<file path="config.mk">
export PLATFORM = sky130hd
export DESIGN_NAME = seq_det_param
export DESIGN_NICKNAME = d
export VERILOG_FILES = /design/src/rtl/seq_det_param.sv
export SDC_FILE = /design/constraint.sdc
export NUM_CORES = 1
export LEC_CHECK = 0
export ABC_AREA = 1
export BUFFER_PORTS_ARGS = -buffer_cell sky130_fd_sc_hd__buf_2
export CAP_MARGIN = 20
export CORE_AREA = 4 4 41 43
export DETAILED_ROUTE_END_ITERATION = 12
export DIE_AREA = 0 0 45 47
export PLACE_DENSITY = 0.57
export SYNTH_ARGS = -nofsm -noshare
export SYNTH_HDL_FRONTEND = slang
export SYNTH_SLANG_ARGS = --single-unit
</file>
<file path="constraint.sdc">
create_clock -name clk -period 2.42 [get_ports clk]
set_input_delay 0.484 -clock clk [delete_from_list [all_inputs] [get_ports clk]]
set_output_delay 0.484 -clock clk [all_outputs]
set_load 0.01 [all_outputs]
</file>
<file path="src/rtl/seq_det_param.sv">
// seq_det_param -- parameterised Mealy serial-pattern detector.
//
// Compares the last SEQ_LEN accepted bits (history + current x) against a
// run-time loaded pattern and raises z in the same cycle as the final bit.
// Overlapping or non-overlapping detection is selected per cycle by overlap.
//
// Build option: define MATCH_CNT_EN to add a saturating match counter
// (match_cnt, CNT_W bits). Without it the port and counter do not exist and
// CNT_W is ignored; z behaves identically either way.
//
// Ports:
//   clk       rising-edge clock
//   rst       asynchronous, active-high reset
//   x         serial data bit
//   x_vld     x is accepted only when high
//   pat_load  one-cycle strobe: latch pat_in, flush history (wins over x_vld)
//   pat_in    pattern, MSB is the first bit received
//   overlap   1 = overlapping matches, 0 = restart after each match
//   z         combinational match flag
//   match_cnt saturating count of z pulses (MATCH_CNT_EN only)
module seq_det_param #(
  parameter int SEQ_LEN = 4,
  parameter int CNT_W   = 8
) (
  input  logic               clk,
  input  logic               rst,
  input  logic               x,
  input  logic               x_vld,
  input  logic               pat_load,
  input  logic [SEQ_LEN-1:0] pat_in,
  input  logic               overlap,
`ifdef MATCH_CNT_EN
  output logic [CNT_W-1:0]   match_cnt,
`endif
  output logic               z
);

  // fill counts 0..SEQ_LEN-1; a 1-bit counter is enough for SEQ_LEN=2.
  localparam int FILL_W = (SEQ_LEN <= 2) ? 1 : $clog2(SEQ_LEN);
  localparam logic [FILL_W-1:0] FILL_MAX = FILL_W'(SEQ_LEN - 1);

  logic [SEQ_LEN-2:0] hist;
  logic [SEQ_LEN-2:0] hist_sh;
  logic [FILL_W-1:0]  fill;
  logic [SEQ_LEN-1:0] pat;
  logic               accept;

  assign accept = x_vld & ~pat_load;

  // With SEQ_LEN=2 the history is a single bit, so the shift is just a load.
  generate
    if (SEQ_LEN == 2) begin : g_hist1
      assign hist_sh = x;
    end else begin : g_histn
      assign hist_sh = {hist[SEQ_LEN-3:0], x};
    end
  endgenerate

  // A match needs a full window of history plus the current bit.
  assign z = accept & (fill == FILL_MAX) & ({hist, x} == pat);

  always_ff @(posedge clk or posedge rst) begin
    if (rst) begin
      hist <= '0;
      fill <= '0;
      pat  <= '0;
    end else if (pat_load) begin
      pat  <= pat_in;
      hist <= '0;
      fill <= '0;
    end else if (x_vld) begin
      if (z && !overlap) begin
        // Non-overlapping: the next match must be built from fresh bits.
        hist <= '0;
        fill <= '0;
      end else begin
        hist <= hist_sh;
        if (fill != FILL_MAX) fill <= fill + 1'b1;
      end
    end
  end

`ifdef MATCH_CNT_EN
  always_ff @(posedge clk or posedge rst) begin
    if (rst)                         match_cnt <= '0;
    else if (pat_load)               match_cnt <= '0;
    else if (z && (match_cnt != '1)) match_cnt <= match_cnt + 1'b1;
  end
`endif

endmodule
</file>
# Word level (Yosys, flattened, before mapping)
# Index checks and enable logic that the tools add are counted.
# W data, S select, Z words.
op_classes:
  n_mux: 7
  addsub: 1
  eq_ne: 3
  bitwise_logic: 4
  n_reduce_logical: 5
op_table:
  columns: ["operator", "n"]
  rows:
  - ["$mux W3", 3]
  - ["$mux W2", 4]
  - ["$eq A4 B4 Y1", 1]
  - ["$and A1 B1 Y1", 3]
  - ["$reduce_bool A3 Y1", 1]
  - ["$add A2 B1 Y2 const B", 1]
  - ["$eq A2 B2 Y1 const B", 1]
  - ["$ne A2 B2 Y1 const B", 1]
  - ["$reduce_and A2 Y1", 1]
  - ["$reduce_bool A2 Y1", 1]
  - ["$logic_and A1 B1 Y1", 1]
  - ["$logic_not A1 Y1", 1]
  - ["$not A1 Y1", 1]
totals:
  wordCells: 23
  output_inout_bits: 1
  ff_bits: 9

# Longest topological paths before layout
# Gate-level depths: netlist of the first run.
depth:
  ltp_word: 8
  mapped_depth: 9
  mapped_depth_nobuf: 9

# Worst setup path after synthesis of the first run
# OpenSTA, ideal clock, no wires.
synth_path:
  path_type: "in2out"
  start: "input pat_load"
  end: "output z"
  setup_slack_ns: 0.995
  stages: 4
  arrival_time_ns: 0.941
  path_cell_list: "inv_2 nand3_1 nor2_1 and3_2"
synth_between:
  elab_chain_len: 4
synth_lines:
  columns: ["element", "line", "text"]
  rows:
  - ["start, declared", "29", "input logic pat_load,"]
  - ["$not A1 Y1", "48", "assign accept = x_vld & ~pat_load;"]
  - ["$and A1 B1 Y1", "48", null]
  - ["$and A1 B1 Y1 (2 in series)", "60", "assign z = accept & (fill == FILL_MAX) & ({hist, x} == pat);"]
  - ["end, declared", "35", "output logic z"]
# No other way between the ends.

# Worst setup path in the final report of the first run
layout_path:
  start: "register fill[0]"
  end: "output z"
layout_between:
  elab_chain_len: 3
layout_lines:
  columns: ["element", "line", "text"]
  rows:
  - ["start, declared", "44", "logic [FILL_W-1:0] fill;"]
  - ["start signal, assigned", "78", "if (fill != FILL_MAX) fill <= fill + 1'b1;"]
  - ["$eq A2 B2 Y1", "60", null]
  - ["$and A1 B1 Y1 (2 in series)", "60", null]
# No other way between the ends.

==> flow_metrics.env, run 1 <==
export IMPL_die_height_um=47
export IMPL_cell_internal_pwr_w=0.000250
export IMPL_status="complete, no violations"
export IMPL_ctsLongestPathBuffers=2
export IMPL_grt_pass1_vias=406
export IMPL_utilization_pct=43.4
export IMPL_setup_violations=0
export IMPL_layout_commonest_cell="sky130_fd_sc_hd__nand2_1"
export IMPL_sequential_cell_fraction_of_total_power_pct=51.3
export IMPL_vdd_ir_drop_max_uv=275
export IMPL_io_buffers=10
export IMPL_post_synth_instance_area_um2=469
export IMPL_floorplan_row_count=13
export IMPL_placeableCoreArea_mm2=0.00130
export IMPL_final_max_slew_violation_count=0
export IMPL_power_per_cell_area_mw_per_mm2=598
export IMPL_synth_warning_count=0
export IMPL_worst_endpoint_arrival_ps=1310
export IMPL_grt_setup_unrepaired="no"
export IMPL_clkLatencyLatePin_ps=250
export IMPL_routedWlPerCell_um=9.14
export IMPL_fin_crit_sh_pct=73.9
export IMPL_cts_buffers=3
export IMPL_grt_usage_pct=10.9
export IMPL_end_kind="primary output"
export IMPL_achievable_frequency_mhz=559
export IMPL_crit_type="reg2out"
export IMPL_cts_root_buffer="sky130_fd_sc_hd__clkbuf_4"
export IMPL_stdcell_count=93
export IMPL_required_ps=1940
export IMPL_max_slew_worst_pin_slew_ps=335
export IMPL_synth_sequential_area_ratio_pct=48.0
export IMPL_area_growth_pct=20.3
export IMPL_detail_route_wirelength_um=850
export IMPL_worst_hold_path_type="in2async"
export IMPL_initial_core_util_pct=36.1
export IMPL_synth_nets=75
export IMPL_chipWidth_um=45
export IMPL_num_nets_final=90
export IMPL_global_route_wire_length_before_repair_um=1610
export IMPL_first_iter_violations=4
export IMPL_pwr_share_clk_pct=32.8
export IMPL_place_inst=89
export IMPL_critical_path_slowest_cell="sky130_fd_sc_hd__dfrtp_1"
export IMPL_postCtsSetupRepairBufs=0
export IMPL_post_cts_resize_count=0
export IMPL_final_min_clock_period_ps=1790
export IMPL_pin_count_of_the_biggest_net_entering_global_routing=10
export IMPL_vias=413
export IMPL_max_cap_violations=0
export IMPL_dp_hpwl_um=709
export IMPL_cts_h_tree_depth=1
export IMPL_worstPathCellList="ha_1 -> nand3_1 -> nor2_1 -> and3_2 -> buf_2"
export IMPL_clock_transition_time_at_the_flip_flop_clock_pins_of_the_worst_setup_and_hold_paths_ps=60
export IMPL_tritoncts="built"
export IMPL_remaining_drc_errors=0
export IMPL_antenna_violating_nets_left=0
export IMPL_switchingPower_w=0.0000870
export IMPL_layout_drive_gt1_share_pct=20.5
export IMPL_critical_path_max_stage_delay_ps=400
export IMPL_die_footprint_mm2=0.00212
export IMPL_syn_instance_count=64
export IMPL_finalHoldViolations=0
export IMPL_cts_sink_count=9
export IMPL_critical_path_start_type="flop"
export IMPL_timing_slew_headroom_pct=77.6
export IMPL_top_level_ports=11
export IMPL_postSynthAreaPerCell_um2=7.33
export IMPL_num_antenna_cells=0
export IMPL_drt_vias_per_instance=4.44
export IMPL_gpl_final_weighted_congestion=0.702
export IMPL_firstDrtPassIters=4
export IMPL_clock_skew_final_ps=1.97
export IMPL_commonest_cells_after_routing_fill_and_taps_aside="27 x sky130_fd_sc_hd__nand2_1, 10 x sky130_fd_sc_hd__buf_2, 9 x sky130_fd_sc_hd__inv_1, 9 x sky130_fd_sc_hd__dfrtp_1, 5 x sky130_fd_sc_hd__o21ai_0"
export IMPL_antenna_found_initial=0
export IMPL_netSwitchingFraction_pct=25.8
export IMPL_cts_hold_repair_buffers=0
export IMPL_synth_distinct_cells=13
export IMPL_cellLeakagePower_nw=0.325
export IMPL_comb_power_share_pct=15.9
export IMPL_postSynthRegisterBits=9
export IMPL_timing_hold_ws_ps=178
export IMPL_setup_tns_final_ps=0
export IMPL_globalRouteOverflowTotal=0
export IMPL_path_max_fanout=3
==> critical path: cells and delay by family, from the launching register on <==
| kind | cells | cell delay (ps) |
|---|---|---|
| fa+ha+maj | 1 | 220 |
| buf+inv | 1 | 130 |
| flops | 1 | 400 |
| simple gates | 3 | 310 |
==> logic make-up after synthesis <==
logic type               synth area share, %
buffers and inverters                   8.00
AO/OA/AOI/OAI                           5.33
flip-flops                              48.0
adder cells (fa/ha/maj)                 2.67
AND/OR/NAND/NOR                         34.1
XOR/XNOR                                1.87
==> Yosys cell counts (all sizes together) <==
cell | instances | share of area (%)
and3 | 1 | 1.6
dfrtp | 9 | 48
ha | 1 | 2.7
inv | 10 | 8.0
nand2 | 27 | 22
nand3 | 4 | 4.3
nand3b | 1 | 1.6
nand4 | 1 | 1.3
nor2 | 4 | 3.7
o21ai | 5 | 5.3
xnor2 | 1 | 1.9
==> power groups by stage <==
stage	Clock [W]	Sequential, W	Combinational [W]
2_1_floorplan	0	0.000174	0.0000370
3_3_place_gp	0	0.000176	0.0000538
3_5_place_dp	0	0.000176	0.0000544
4_1_cts	0.000115	0.000173	0.0000548
5_1_grt	0.000127	0.000175	0.0000655
6_report	0.000111	0.000173	0.0000536
==> state kept, by name, indices dropped and copies added, names as in the netlist <==
register  flops
fill          2
hist          3
pat           4
==> final cells by class <==
type | count | area (um^2)
multi-input combinational | 45 | 206
clock buffer | 4 | 26.3
fill | 150 | 737
tap | 15 | 18.8
sequential | 9 | 225
inverter | 10 | 37.5
timing repair buffer | 10 | 50.0
==> metrics by stage <==
| step | setup slack [ps] | area [um^2] | total power (W) |
|---|---|---|---|
| final | 631 | 564 | 0.000337 |
| after floorplan | 995 | 469 | 0.000211 |
| after detailed placement | 701 | 538 | 0.000230 |
| after CTS | 620 | 564 | 0.000343 |
| after global routing | 529 | 564 | 0.000367 |
| after global placement | 716 | 538 | 0.000230 |
==> per-layer routing <==
metal  vias up  global-route usage [%]  wire, um  share of wire (%)
li1        226                       -         -                  -
met1       175                    13.4       413                 49
met2        10                    16.1       375                 44
met3         2                    2.68        52                6.1
met4         0                    8.77         8               0.94
met5         -                       0         0                  0
==> path summary, 6_finish.rpt <==
path                                          start                   to  slack (ps)  cells after the start
max in group asynchronous                       rst  fill[1]$_DFFE_PP0P_        1990                      2
worst min register to register  fill[1]$_DFFE_PP0P_  fill[1]$_DFFE_PP0P_         480                      2
min in group clk                          pat_in[2]   pat[2]$_DFFE_PP0P_         430                      3
worst min-delay path                            rst  hist[0]$_DFFE_PP0P_         180                      2
worst max-delay path            fill[0]$_DFFE_PP0P_                    z         630                      5
worst max register to register  fill[0]$_DFFE_PP0P_  fill[0]$_DFFE_PP0P_        1090                      8
Note: power is estimated with default switching activity, not from simulation.
==> run 2, diff against run 1 <==
--- a/config.mk
+++ b/config.mk
@@ -5,13 +5,13 @@
 export SDC_FILE = /design/constraint.sdc
 export NUM_CORES = 1
 export LEC_CHECK = 0
-export ABC_AREA = 1
+export ABC_AREA = 0
 export BUFFER_PORTS_ARGS = -buffer_cell sky130_fd_sc_hd__buf_2
 export CAP_MARGIN = 20
 export CORE_AREA = 4 4 41 43
 export DETAILED_ROUTE_END_ITERATION = 12
 export DIE_AREA = 0 0 45 47
-export PLACE_DENSITY = 0.57
+export PLACE_DENSITY = 0.56
 export SYNTH_ARGS = -nofsm -noshare
 export SYNTH_HDL_FRONTEND = slang
 export SYNTH_SLANG_ARGS = --single-unit
==> constraint.sdc (replaced) <==
create_clock -name clk -period 1.8 [get_ports clk]
set_input_delay 0.36 -clock clk [delete_from_list [all_inputs] [get_ports clk]]
set_output_delay 0.36 -clock clk [all_outputs]
set_load 0.01 [all_outputs]
==> run 2 against run 1 <==
The flow now finishes with violations (setup timing). First-iteration DRC count shrank 50%. Cell count shrank 26%. Synthesized cell count fell by 42%. Critical path depth shrank 1. Critical endpoint unchanged.
==> flow_metrics.env, run 2 <==
export IMPL_grt_usage_pct=10.4
export IMPL_globalRouteOverflowTotal=0
export IMPL_sequential_cell_fraction_of_total_power_pct=51.0
export IMPL_top_regs="pat (4), hist (3), fill (2)"
export IMPL_firstDrtPassIters=3
export IMPL_placedInstanceArea_um2=531
export IMPL_pwr_share_clk_pct=33.4
export IMPL_worst_endpoint_arrival_ps=1470
export IMPL_setup_tns_final_ps=-25.7
export IMPL_die_height_um=47
export IMPL_tritoncts="built"
export IMPL_num_nets_final=66
export IMPL_max_cap_violations=0
export IMPL_area_growth_pct=28.3
export IMPL_ctsLongestPathBuffers=2
export IMPL_postSynthRegisterBits=9
export IMPL_routedWlPerCell_um=12.3
export IMPL_achievable_frequency_mhz=548
export IMPL_synth_nets=48
export IMPL_commonest_cells_after_routing_fill_and_taps_aside="9 x sky130_fd_sc_hd__dfrtp_1, 9 x sky130_fd_sc_hd__buf_2, 4 x sky130_fd_sc_hd__xor2_1, 4 x sky130_fd_sc_hd__mux2_2, 4 x sky130_fd_sc_hd__buf_4"
export IMPL_grt_pass1_vias=373
export IMPL_path_max_fanout=2
export IMPL_largest_register_ffs=4
export IMPL_required_ps=1440
export IMPL_clock_skew_final_ps=0.935
export IMPL_post_synth_top_count_cell="sky130_fd_sc_hd__dfrtp_1"
export IMPL_num_antenna_cells=0
export IMPL_final_max_slew_violation_count=0
export IMPL_cell_internal_pwr_w=0.000343
export IMPL_cts_h_tree_depth=1
export IMPL_grt_setup_unrepaired="yes"
export IMPL_floorplan_row_count=13
export IMPL_vias=351
export IMPL_finish_instance_area_um2=589
export IMPL_cts_root_buffer="sky130_fd_sc_hd__clkbuf_4"
export IMPL_violations="setup timing"
export IMPL_switchingPower_w=0.000108
export IMPL_fillerInstances=128
export IMPL_critical_path_start_type="flop"
export IMPL_max_slew_worst_pin_slew_ps=330
export IMPL_placeableCoreArea_mm2=0.00130
export IMPL_post_synth_instance_area_um2=459
export IMPL_status="finished with violations"
export IMPL_cellLeakagePower_nw=0.285
export IMPL_remaining_drc_errors=0
export IMPL_synth_sequential_area_ratio_pct=49.0
export IMPL_setup_violations=1
export IMPL_setup_slack_ps=-25.7
export IMPL_detail_route_wirelength_um=847
export IMPL_main_synth_ff_type="sky130_fd_sc_hd__dfrtp_1"
export IMPL_synth_enable_flop_cells=0
export IMPL_syn_instance_count=37
export IMPL_synth_distinct_cells=17
export IMPL_post_synth_main_area_contributors="sky130_fd_sc_hd__dfrtp_1 49%, sky130_fd_sc_hd__mux2_2 9.8%, sky130_fd_sc_hd__xor2_1 7.6%, sky130_fd_sc_hd__a32o_1 6.5%, sky130_fd_sc_hd__nand2b_1 4.1%"
export IMPL_synth_top_area_share_pct=49.0
export IMPL_layout_drive_gt1_share_pct=48.1
export IMPL_first_iter_violations=2
export IMPL_synth_warning_count=0
export IMPL_dp_hpwl_um=671
export IMPL_cts_hold_repair_buffers=0
export IMPL_netSwitchingFraction_pct=23.9
export IMPL_registers_top_by_ff_count="pat"
export IMPL_crit_type="reg2out"
export IMPL_synth_area_leader_cell="sky130_fd_sc_hd__dfrtp_1"
export IMPL_clock_transition_time_at_the_flip_flop_clock_pins_of_the_worst_setup_and_hold_paths_ps=60
export IMPL_pre_cts_ws_ps=263
export IMPL_gpl_final_weighted_congestion=0.689
export IMPL_timing_slew_headroom_pct=78.0
export IMPL_fin_crit_sh_pct=101
export IMPL_initial_core_util_pct=35.3
export IMPL_finalHoldViolations=0
export IMPL_cts_buffers=3
export IMPL_chipWidth_um=45
export IMPL_end_kind="primary output"
export IMPL_comb_power_share_pct=15.6
export IMPL_io_buffers=10
export IMPL_top_level_ports=11
export IMPL_antenna_violating_nets_left=0
export IMPL_timing_reg2reg_setup_slack_ps=100
export IMPL_global_route_wire_length_before_repair_um=1500
export IMPL_timing_hold_ws_ps=46.8
export IMPL_die_footprint_mm2=0.00212
export IMPL_antenna_found_initial=0
export IMPL_postSynthAreaPerCell_um2=12.4
export IMPL_worst_hold_path_type="in2async"
export IMPL_pin_count_of_the_biggest_net_entering_global_routing=11
export IMPL_drt_vias_per_instance=5.09
export IMPL_cts_sink_count=9
export IMPL_vdd_ir_drop_max_uv=303
export IMPL_async_reset_ff_share_pct=100
export IMPL_power_per_cell_area_mw_per_mm2=764
export IMPL_clkLatencyLatePin_ps=260
export IMPL_report_power_total_w=0.000450
export IMPL_synth_commonest_cells="9 x sky130_fd_sc_hd__dfrtp_1, 4 x sky130_fd_sc_hd__mux2_2, 4 x sky130_fd_sc_hd__xor2_1"
export IMPL_final_min_clock_period_ps=1830
[run 2: final timing paths]
kind                                startpoint                   to  cells past startpoint
hold / removal                             rst  fill[1]$_DFFE_PP0P_                      2
setup reg to reg            pat[2]$_DFFE_PP0P_  hist[1]$_DFFE_PP0P_                      7
min in group clk                     pat_in[0]   pat[0]$_DFFE_PP0P_                      2
setup / recovery            pat[2]$_DFFE_PP0P_                    z                      4
hold reg to reg            hist[2]$_DFFE_PP0P_  hist[2]$_DFFE_PP0P_                      1
max in group asynchronous                  rst  hist[0]$_DFFE_PP0P_                      2
[run 2: per-layer routing]
layer | wire length (um) | part of all wire, % | track usage, % | up-vias
met5 | 0 | 0 | 0 | -
met4 | 36 | 4.3 | 10.5 | 0
li1 | - | - | - | 168
met3 | 56 | 6.6 | 3.83 | 5
met2 | 389 | 46 | 17.2 | 12
met1 | 365 | 43 | 9.81 | 166
[run 2: logic make-up (layout without fill, tap and decap cells)]
logic type,after synthesis,count (layout),synth area share (%)
DFF,9,9,49.0
muxes,5,5,12.0
AOI/OAI and AO/OA,5,5,9.54
adders and majority gates,1,1,2.72
buffers and inverters,3,20,2.72
xor gates and xnor gates,4,4,7.63
and+or+nand+nor,10,10,16.3
[run 2: per-stage QoR]
| step | instances | utilization [%] |
|---|---|---|
| 6_report | 69 | 45.3 |
| 4_1_cts | 68 | 44.7 |
| 2_1_floorplan | 37 | - |
| 3_3_place_gp | 62 | 40.8 |
| 5_1_grt | 69 | 45.3 |
| 3_5_place_dp | 62 | 40.8 |
[run 2: power by group through the flow]
stage / logic, W / clock network (W) / registers (W)
after floorplan: 0.0000453 / 0 / 0.000230
after global placement: 0.0000619 / 0 / 0.000232
after detailed placement: 0.0000646 / 0 / 0.000234
after CTS: 0.0000696 / 0.000159 / 0.000230
after global routing: 0.0000788 / 0.000169 / 0.000231
final: 0.0000704 / 0.000151 / 0.000229
[run 2: layout make-up]
| cell class | instances | area, um^2 | share of cell area (%) |
|---|---|---|---|
| flip-flops and latches | 9 | 225 | 38.2 |
| inverters | 2 | 7.51 | 1.27 |
| clock buffers | 4 | 26.3 | 4.46 |
| repair buffers | 14 | 86.3 | 14.6 |
| well taps | 15 | 18.8 | 3.18 |
| multi-input cells | 25 | 225 | 38.2 |
[run 2: what timing repair did]
item / CTS / global route
gates resized for setup: 2 / 0
pin swaps: 3 / 1
endpoints found under the setup margin: 1 / 1
setup buffers: 2 / 1
[run 2: critical path: stages (launching register included)]
cell                      delay (ps)
sky130_fd_sc_hd__dfrtp_1         400
sky130_fd_sc_hd__xor2_1          170
sky130_fd_sc_hd__nor4_2          320
sky130_fd_sc_hd__and3_4          230
sky130_fd_sc_hd__buf_6            90
